--- config.mk ---
export PLATFORM = sky130hd
export DESIGN_NAME = pixel_ram_arbiter
export DESIGN_NICKNAME = d
export VERILOG_FILES = /design/src/rtl/pisa_mem_pkg.sv /design/src/rtl/rd_tag_pipe.sv /design/src/rtl/pixel_ram_arbiter.sv
export SDC_FILE = /design/constraint.sdc
export NUM_CORES = 1
export LEC_CHECK = 0
export CAP_MARGIN = 20
export CORE_AREA = 2 2 105 107
export DETAILED_ROUTE_END_ITERATION = 12
export DIE_AREA = 0 0 107 109
export HOLD_SLACK_MARGIN = 0.15
export PLACE_DENSITY = 0.82
export SYNTH_ARGS = -nofsm -noshare
export SYNTH_HDL_FRONTEND = slang
export SYNTH_HIERARCHICAL = 1
export SYNTH_SLANG_ARGS = --single-unit
--- constraint.sdc ---
create_clock -name clk -period 3.6 [get_ports clk]
set_clock_uncertainty 0.05 [all_clocks]
set_input_delay 0.36 -clock clk [delete_from_list [all_inputs] [get_ports clk]]
set_output_delay 0.36 -clock clk [all_outputs]
set_load 0.01 [all_outputs]
--- src/rtl/pisa_mem_pkg.sv ---
// Shared types and sizes for the pixel RAM port-A arbiter.
package pisa_mem_pkg;
   localparam int ADDR_W = 17;
   localparam int DATA_W = 32;
   localparam int BE_W   = DATA_W / 8;
   localparam int RD_LAT = 2;

   typedef enum logic [1:0] {
      OWN_NONE = 2'd0,
      OWN_M0   = 2'd1,
      OWN_M1   = 2'd2
   } owner_e;

   typedef enum logic [1:0] {
      IDLE = 2'd0,
      OWN0 = 2'd1,
      OWN1 = 2'd2
   } arb_state_e;

   typedef struct packed {
      logic   valid;
      owner_e owner;
   } rd_tag_t;
endpackage

--- src/rtl/rd_tag_pipe.sv ---
// Delay line carrying the read-return tag alongside the RAM read latency.
module rd_tag_pipe
   import pisa_mem_pkg::*;
#(
   parameter int STAGES = RD_LAT + 1
) (
   input  logic    clk,
   input  logic    clr,
   input  rd_tag_t tag_in,
   output rd_tag_t tag_out
);
   rd_tag_t [STAGES:1] tag_pipe;

   // shift one stage per cycle; clr drops every in-flight tag
   always_ff @(posedge clk) begin
      if (clr) begin
         tag_pipe <= '0;
      end else begin
         tag_pipe[1] <= tag_in;
         for (int k = 2; k <= STAGES; k++) tag_pipe[k] <= tag_pipe[k-1];
      end
   end

   assign tag_out = tag_pipe[STAGES];
endmodule

--- src/rtl/pixel_ram_arbiter.sv ---
// Port-A owner of the pixel frame store: round-robin burst arbitration
// between the CPU path (m0) and the image loader (m1), registered RAM
// issue and tagged read-return routing.
module pixel_ram_arbiter
   import pisa_mem_pkg::*;
#(
   parameter int MAX_BURST = 16
) (
   input  logic              clk,
   input  logic              reset,
   input  logic              m0_req,
   input  logic              m0_we,
   input  logic [ADDR_W-1:0] m0_addr,
   input  logic [DATA_W-1:0] m0_wdata,
   input  logic [BE_W-1:0]   m0_be,
   input  logic              m0_last,
   output logic              m0_gnt,
   output logic              m0_rvalid,
   output logic [DATA_W-1:0] m0_rdata,
   input  logic              m1_req,
   input  logic              m1_we,
   input  logic [ADDR_W-1:0] m1_addr,
   input  logic [DATA_W-1:0] m1_wdata,
   input  logic [BE_W-1:0]   m1_be,
   input  logic              m1_last,
   output logic              m1_gnt,
   output logic              m1_rvalid,
   output logic [DATA_W-1:0] m1_rdata,
   output logic [ADDR_W-1:0] address_a,
   output logic [DATA_W-1:0] data_a,
   output logic              wren_a,
   output logic              rden_a,
   output logic [BE_W-1:0]   byteena_a,
   input  logic [DATA_W-1:0] q_a
);
   localparam int               CNT_W = $clog2(MAX_BURST + 1);
   localparam logic [CNT_W-1:0] CAP   = CNT_W'(MAX_BURST);

   arb_state_e        state, state_nxt;
   owner_e            rr_ptr, rr_nxt;
   logic [CNT_W-1:0]  beat_cnt, cnt_nxt, cnt_inc;
   logic              acc, rel;
   logic              b_we, b_last;
   logic [ADDR_W-1:0] b_addr;
   logic [DATA_W-1:0] b_wdata;
   logic [BE_W-1:0]   b_be;
   rd_tag_t           tag_in, tag_out;

   // arbitration state, round-robin pointer and burst beat counter
   always_ff @(posedge clk) begin
      if (reset) begin
         state    <= IDLE;
         rr_ptr   <= OWN_M0;
         beat_cnt <= '0;
      end else begin
         state    <= state_nxt;
         rr_ptr   <= rr_nxt;
         beat_cnt <= cnt_nxt;
      end
   end

   // grant: combinational pick in IDLE, owner held for the whole burst
   always_comb begin
      m0_gnt = 1'b0;
      m1_gnt = 1'b0;
      unique case (state)
         IDLE: begin
            if (m0_req && m1_req) begin
               if (rr_ptr == OWN_M1) m1_gnt = 1'b1;
               else                  m0_gnt = 1'b1;
            end else begin
               m0_gnt = m0_req;
               m1_gnt = m1_req;
            end
         end
         OWN0:    m0_gnt = 1'b1;
         OWN1:    m1_gnt = 1'b1;
         default: ;
      endcase
   end

   // the granted side's beat, muxed toward the RAM issue registers
   assign acc     = (m0_gnt & m0_req) | (m1_gnt & m1_req);
   assign b_we    = m1_gnt ? m1_we    : m0_we;
   assign b_last  = m1_gnt ? m1_last  : m0_last;
   assign b_addr  = m1_gnt ? m1_addr  : m0_addr;
   assign b_wdata = m1_gnt ? m1_wdata : m0_wdata;
   assign b_be    = m1_gnt ? m1_be    : m0_be;
   assign cnt_inc = beat_cnt + CNT_W'(1);

   // next state: release on last, beat cap or a dropped request, and hand
   // straight to the other side if it is already waiting (no idle bubble)
   always_comb begin
      state_nxt = state;
      rr_nxt    = rr_ptr;
      cnt_nxt   = beat_cnt;
      rel       = 1'b0;
      if (acc) begin
         cnt_nxt   = cnt_inc;
         rel       = b_last || (cnt_inc == CAP);
         state_nxt = m1_gnt ? OWN1 : OWN0;
      end else if (state != IDLE) begin
         rel = 1'b1;
      end
      if (rel) begin
         cnt_nxt = '0;
         if (m1_gnt) begin
            rr_nxt    = OWN_M0;
            state_nxt = m0_req ? OWN0 : IDLE;
         end else begin
            rr_nxt    = OWN_M1;
            state_nxt = m1_req ? OWN1 : IDLE;
         end
      end
   end

   // registered port-A issue; address/data/byteena hold on idle cycles
   always_ff @(posedge clk) begin
      if (reset) begin
         address_a <= '0;
         data_a    <= '0;
         byteena_a <= '0;
         wren_a    <= 1'b0;
         rden_a    <= 1'b0;
      end else begin
         wren_a <= acc & b_we;
         rden_a <= acc & ~b_we;
         if (acc) begin
            address_a <= b_addr;
            if (b_we) begin
               data_a    <= b_wdata;
               byteena_a <= b_be;
            end else begin
               byteena_a <= '1;
            end
         end
      end
   end

   // tag each accepted read with its issuer; it emerges as q_a lands
   always_comb begin
      tag_in.valid = acc & ~b_we;
      tag_in.owner = m1_gnt ? OWN_M1 : OWN_M0;
   end

   rd_tag_pipe #(.STAGES(RD_LAT + 1)) u_tag_pipe (
      .clk     (clk),
      .clr     (reset),
      .tag_in  (tag_in),
      .tag_out (tag_out)
   );

   assign m0_rvalid = tag_out.valid && (tag_out.owner == OWN_M0);
   assign m1_rvalid = tag_out.valid && (tag_out.owner == OWN_M1);
   assign m0_rdata  = q_a;
   assign m1_rdata  = q_a;
endmodule

==> results of run 1 <==
==> cells in the mapped netlist, drive strengths merged <==
cell     count
buf         83
dfxtp       73
a211oi      55
mux2i       55
nor2        55
nor2b       10
clkbuf       9
a21oi        6
inv          6
nor3         6
and2         3
nand2        3
xor2         3
a21o         2
nand2b       2
nand3        2
o21a         2
o21ai        2
a311oi       1
a31oi        1
and3         1
and3b        1
ha           1
nand4        1
nor3b        1
nor4         1
o21bai       1
o22ai        1
o2bb2ai      1
xnor2        1
==> metal layers <==
metal  track usage  up-vias  wire [um]
met5             0        -          0
met4       0.06401        0        164
met3       0.06037       21        906
met2        0.2712      138       4738
met1        0.1420     1367       3119
li1              -     1480          -
==> cell families after synthesis <==
| group | share of synthesized area |
|---|---|
| compound gates | 0.1581 |
| simple gates | 0.1069 |
| flops | 0.3962 |
| xor+xnor | 0.009500 |
| fa+ha+maj | 0.003392 |
| buf+inv | 0.1767 |
| mux | 0.1493 |
==> area by class of cell <==
| cell class | instances | area (sq um) | share of cell area |
|---|---|---|---|
| clock inverter | 5 | 80.08 | 0.01532 |
| inverter | 6 | 23.77 | 0.004548 |
| sequential | 73 | 1461 | 0.2796 |
| multi-input combinational | 218 | 1575 | 0.3013 |
| clock buffer | 10 | 137.6 | 0.02633 |
| timing repair buffer | 178 | 1774 | 0.3394 |
| tap | 140 | 175.2 | 0.03351 |
==> report_power, final <==
part,leakage (nW),switching (mW),internal [mW]
clock network,0.104,0.299,0.404
logic,1.44,0.295,0.390
registers,0.605,0.0487,0.902
==> critical path, delay by kind of cell <==
| kind | cells | cell delay (ps) |
|---|---|---|
| buffers and inverters | 2 | 1170 |
| AOI/OAI and AO/OA | 2 | 330 |
==> metrics by stage <==
stage,setup WS [ps],hold slack (ps),cells
2_1_floorplan,1835,363.8,389
3_3_place_gp,1240,365.3,615
3_5_place_dp,1103,377.2,615
4_1_cts,1330,379.2,630
5_1_grt,1274,399.0,630
6_report,1325,383.4,630
==> flip-flops by register name (all words and copies together), names as in the netlist, 2 cells and up <==
name,cells
beat_cnt,5
u_tag_pipe/tag_out,3
byteena_a,4
rr_ptr,2
state,2
address_a,17
data_a,32
u_tag_pipe/tag_pipe,6
==> how the worst max path moves through the flow <==
stage,to,slack [ps],cells past startpoint
finish,m1_gnt,1320,4
global route,m1_gnt,1270,4
floorplan,byteena_a[2],1830,7
global placement,u_tag_pipe/tag_pipe[2],1240,8
CTS,m1_gnt,1330,4
detailed placement,u_tag_pipe/tag_pipe[2],1100,8
==> summary.md, run 1 <==
| Metric | Value |
|---|---|
| Status | `finished clean` |
| PostCTS Resize Cnt | `0` |
| Hold Vio Cnt, Final | `0` |
| Worst-case clock buffer depth | `2` |
| Final Util | `0.4930` |
| Antenna viol nets, final | `0` |
| Mapped Area | `3689 sq um` |
| Reg2Reg Depth | `7` |
| Worst Hold Path EP | `u_tag_pipe/tag_out[1]` |
| Hold_sp | `u_tag_pipe/tag_pipe[4]` |
| Power per cell area | `447.4 nW/um^2` |
| Hold Path Cell Cnt | `1` |
| Vias in the first global route | `2986` |
| Number of fillers in the final layout | `984` |
| Slew Limit Fails | `0` |
| Antenna violations before repair | `0` |
| Maximum clock rate | `439.5 MHz` |
| CP required | `3190 ps` |
| Clock H-tree levels | `3` |
| Cell Rows | `38` |
| CP max FO | `6` |
| Cell taking the most area after synthesis | `dfxtp_1` |
| Final Instance Area | `5228 sq um` |
| Vias/cell | `4.771` |
| Post-CTS setup buffer count | `0` |
| Ant diodes | `0` |
| Detailed placement HPWL | `6831 um` |
| Final setup vio count | `0` |
| Fin Setup TNS | `0 ps` |
| Clock slew at reported path FFs | `80 ps` |
| Most Frequent Cell on Critical Path | `clkdlybuf4s50_1` |
| Gr ovfl total | `0` |
| Avg WL per Cell | `14.17 um` |
| Headroom to the max-slew limit | `0.4829` |
| Commonest non-fill, non-tap cell in the layout | `clkdlybuf4s50_1` |
| GRT Overall Usage | `0.1460` |
| DRC Markers | `0` |
| Cell area after placement | `5010 sq um` |
| Max-Cap Viols | `0` |
| Hold_buf cts | `0` |
| CP Class | `primary input to output port` |
| Overall power | `2.339 mW` |
| Syn avg cell area | `9.482 sq um` |
| Reg2Reg Setup Slack | `1560 ps` |
| Reg2reg start | `state[1]` |
| Post-Synthesis Cells | `389` |
| Startpoint class of the critical path | `primary input` |
| Most frequent cells in the layout | `clkdlybuf4s50_1, dfxtp_1, nor2_1, mux2i_1, a211oi_1` |
| Largest net degree at the start of global routing | `62` |
| Worst Setup SP | `m1_req` |
| Peak supply drop | `0.2041 mV` |
| Worst EP arrival | `1870 ps` |
| First drt pass iteration count | `4` |
| Post-route clock period utilization | `0.6320` |
| Min Tclk post-route | `2275 ps` |
| Yosys reg bits | `73` |
| Ranking of synthesized cells by area | `dfxtp_1, mux2i_1, buf_4` |
| Area fraction of the dominant cell type after synthesis | `0.3962` |
| CP max stage delay | `590 ps` |
| Initial DRC Count | `47` |
| First-pass GRT wire length | `13590 um` |
| Nets | `633` |
| LEAKAGE | `2.150 nW` |
| Worst reg2reg path endpoint | `data_a[24]` |
| Routed WL | `8928 um` |
| Core Footprint | `10600 sq um` |
| Gpl congestion | `0.7299` |
| Ys Warns | `6` |
| Area growth syn-to-layout | `41.72%` |
| Worst setup EP type | `output port` |
| Post-Syn Nets | `536` |
| Slowest-stage cell, CP | `clkdlybuf4s50_1` |
| CTS Root Cell | `clkbuf_8` |
| Die area | `11660 sq um` |
| Worst hold path type | `flop to flop` |
| Synth unique cells | `38` |
| I/O Buffers | `172` |
| Die H | `109 um` |
| CTS buffer count | `9` |
| Worst-Skew Late Latency | `340 ps` |
| Least-Margin Pin Slew | `775.6 ps` |
| Layout cells sized above 1 | `0.06939` |
| Register area share after synthesis | `0.3962` |
| Starting Density | `0.3479` |
| RSZ-0062 raised after global routing | `no` |
| Die X | `107 um` |
| Clock Sinks | `73` |
| CP cell instances | `clkdlybuf4s50_1 > o21bai_2 > a21oi_4 > clkdlybuf4s50_1` |
| Vias | `3006` |
| CTS tree | `done` |
| Number of I/O pins | `269` |
Note: power is estimated with default switching activity, not from simulation.
==> run 2: changes to the inputs <==
- CORE_AREA: 2 2 105 107 -> not set
- CORE_MARGIN: not set -> 1.5
- CORE_UTILIZATION: not set -> 35
- DIE_AREA: 0 0 107 109 -> not set
- clock period: 3.6 -> 2.3 ns (I/O delays scaled with it)
==> run 2 against run 1 <==
Against the previous run: wire length increased by 9.9%; power increased by 63%; count of clock-buffer cells in the layout increased by 1; final area increased by 1.8%; register-to-register slack got worse by 1200 ps; first-iteration DRC count increased by 120%; non-clock buffer count increased by 5; combinational power increased by 62%; critical path type is now flop to output port; hold slack got worse by 12 ps.
==> summary.md, run 2 (synthesis results as in run 1) <==
| Metric | Value |
|---|---|
| Status | `finished clean` |
| Routed WL | `9808 um` |
| Gr ovfl total | `0` |
| Least-Margin Pin Slew | `567.6 ps` |
| Avg WL per Cell | `15.52 um` |
| Max reg flops | `32` |
| Worst setup EP type | `output port` |
| CP required | `2020 ps` |
| Worst-Skew Late Latency | `330 ps` |
| Vias/cell | `4.778` |
| LEAKAGE | `2.204 nW` |
| Nets | `638` |
| CTS buffer count | `9` |
| Highest metal used | `met4` |
| Post-route clock period utilization | `0.8990` |
| Clock slew at reported path FFs | `70 ps` |
| Clock Sinks | `73` |
| First-pass GRT wire length | `15800 um` |
| CP Class | `flop to output port` |
| Largest registers | `data_a (32), address_a (17), u_tag_pipe/tag_pipe (6)` |
| Worst EP arrival | `1790 ps` |
| RSZ-0062 raised after global routing | `no` |
| CP max FO | `5` |
| Startpoint class of the critical path | `flop` |
| Post-route insts no fill | `632` |
| Power per cell area | `715.0 nW/um^2` |
| Layout cells sized above 1 | `0.07863` |
| Antenna viol nets, final | `0` |
| Cell Rows | `37` |
| Die X | `105.7 um` |
| Hold_buf cts | `0` |
| Die area | `11160 sq um` |
| Final Util | `0.5180` |
| Reg2Reg Setup Slack | `380 ps` |
| Ant diodes | `0` |
| Final setup vio count | `0` |
| Worst-case clock buffer depth | `2` |
| Detailed placement HPWL | `7453 um` |
| Slew Limit Fails | `0` |
| Hold slack final | `371.1 ps` |
| First drt pass iteration count | `4` |
| GRT Overall Usage | `0.1769` |
| Largest net degree at the start of global routing | `57` |
| Routed met2 length | `5303 um` |
| Core Footprint | `10280 sq um` |
| Met1 Wirelength | `3659 um` |
| Hold Path Cell Cnt | `2` |
| Max-Cap Viols | `0` |
| Commonest non-fill, non-tap cell in the layout | `clkdlybuf4s50_1` |
| Vias in the first global route | `3210` |
| Initial DRC Count | `103` |
| Starting Density | `0.3589` |
| Fin Setup TNS | `0 ps` |
| Gpl congestion | `0.7230` |
| Hold Vio Cnt, Final | `0` |
| Most frequent cells in the layout | `clkdlybuf4s50_1, dfxtp_1, nor2_1, mux2i_1, a211oi_1` |
| PostCTS Resize Cnt | `0` |
| Maximum clock rate | `483.6 MHz` |
| Area growth syn-to-layout | `44.34%` |
| Vias | `3020` |
| Dpl cells | `616` |
| Die H | `105.7 um` |
| Number of I/O pins | `269` |
| Peak supply drop | `0.4079 mV` |
| Worst hold path type | `primary input to flop` |
| I/O Buffers | `172` |
| Headroom to the max-slew limit | `0.6216` |
| Post-CTS setup buffer count | `0` |
| Reg2Reg Depth | `7` |
| WL met3 | `742 um` |
| CTS tree | `done` |
| Clock H-tree levels | `3` |
| Biggest register | `data_a` |
| Min Tclk post-route | `2068 ps` |
| CTS Root Cell | `clkbuf_8` |
| Antenna violations before repair | `0` |
| Overall power | `3.807 mW` |
| DRC Markers | `0` |
run 2: changes by cell type in the layout (fill, tap and decap cells not counted), sizes merged:
cell      before  now
buf            7   12
bufinv         2    3
clkbuf        10   11
clkinvlp       2    1
run 2: critical path, stage by stage, from the launching register on:
cell	delay [ps]
dfxtp_1	460
o21bai_2	140
a21oi_4	150
buf_4	160
clkdlybuf4s50_1	540
run 2: area by class of cell:
class / count / area [sq um]
clock buffer: 11 / 141.4
clock inverter: 5 / 102.6
fill: 957 / 4954
inverter: 6 / 23.77
multi-input combinational: 218 / 1575
sequential: 73 / 1461
tap: 136 / 170.2
timing repair buffer: 183 / 1849
run 2: final timing paths:
kind,end,startpoint
min,data_a[30],reset
min reg2reg,u_tag_pipe/tag_pipe[5],u_tag_pipe/tag_pipe[2]
max reg2reg,data_a[11],state[1]
max,m1_gnt,state[1]
run 2: layer usage:
metal  GRT usage  up-vias
met5           0        -
met4     0.04633        0
met3     0.05751       12
met2      0.3437      133
met1      0.1793     1381
li1            -     1494
run 2: through the flow:
| stage | worst slack, ps | instance area, sq um |
|---|---|---|
| after detailed placement | 31.96 | 5080 |
| after global placement | 39.84 | 5080 |
| final | 232.3 | 5324 |
| after CTS | 227.7 | 5324 |
| after global routing | 155.9 | 5324 |
| after floorplan | 534.9 | 3689 |
run 2: power by group:
| group | switching [mW] | internal (mW) |
|---|---|---|
| sequential | 0.0756 | 1.41 |
| clock | 0.461 | 0.749 |
| combinational | 0.475 | 0.634 |
| total | 1.01 | 2.79 |
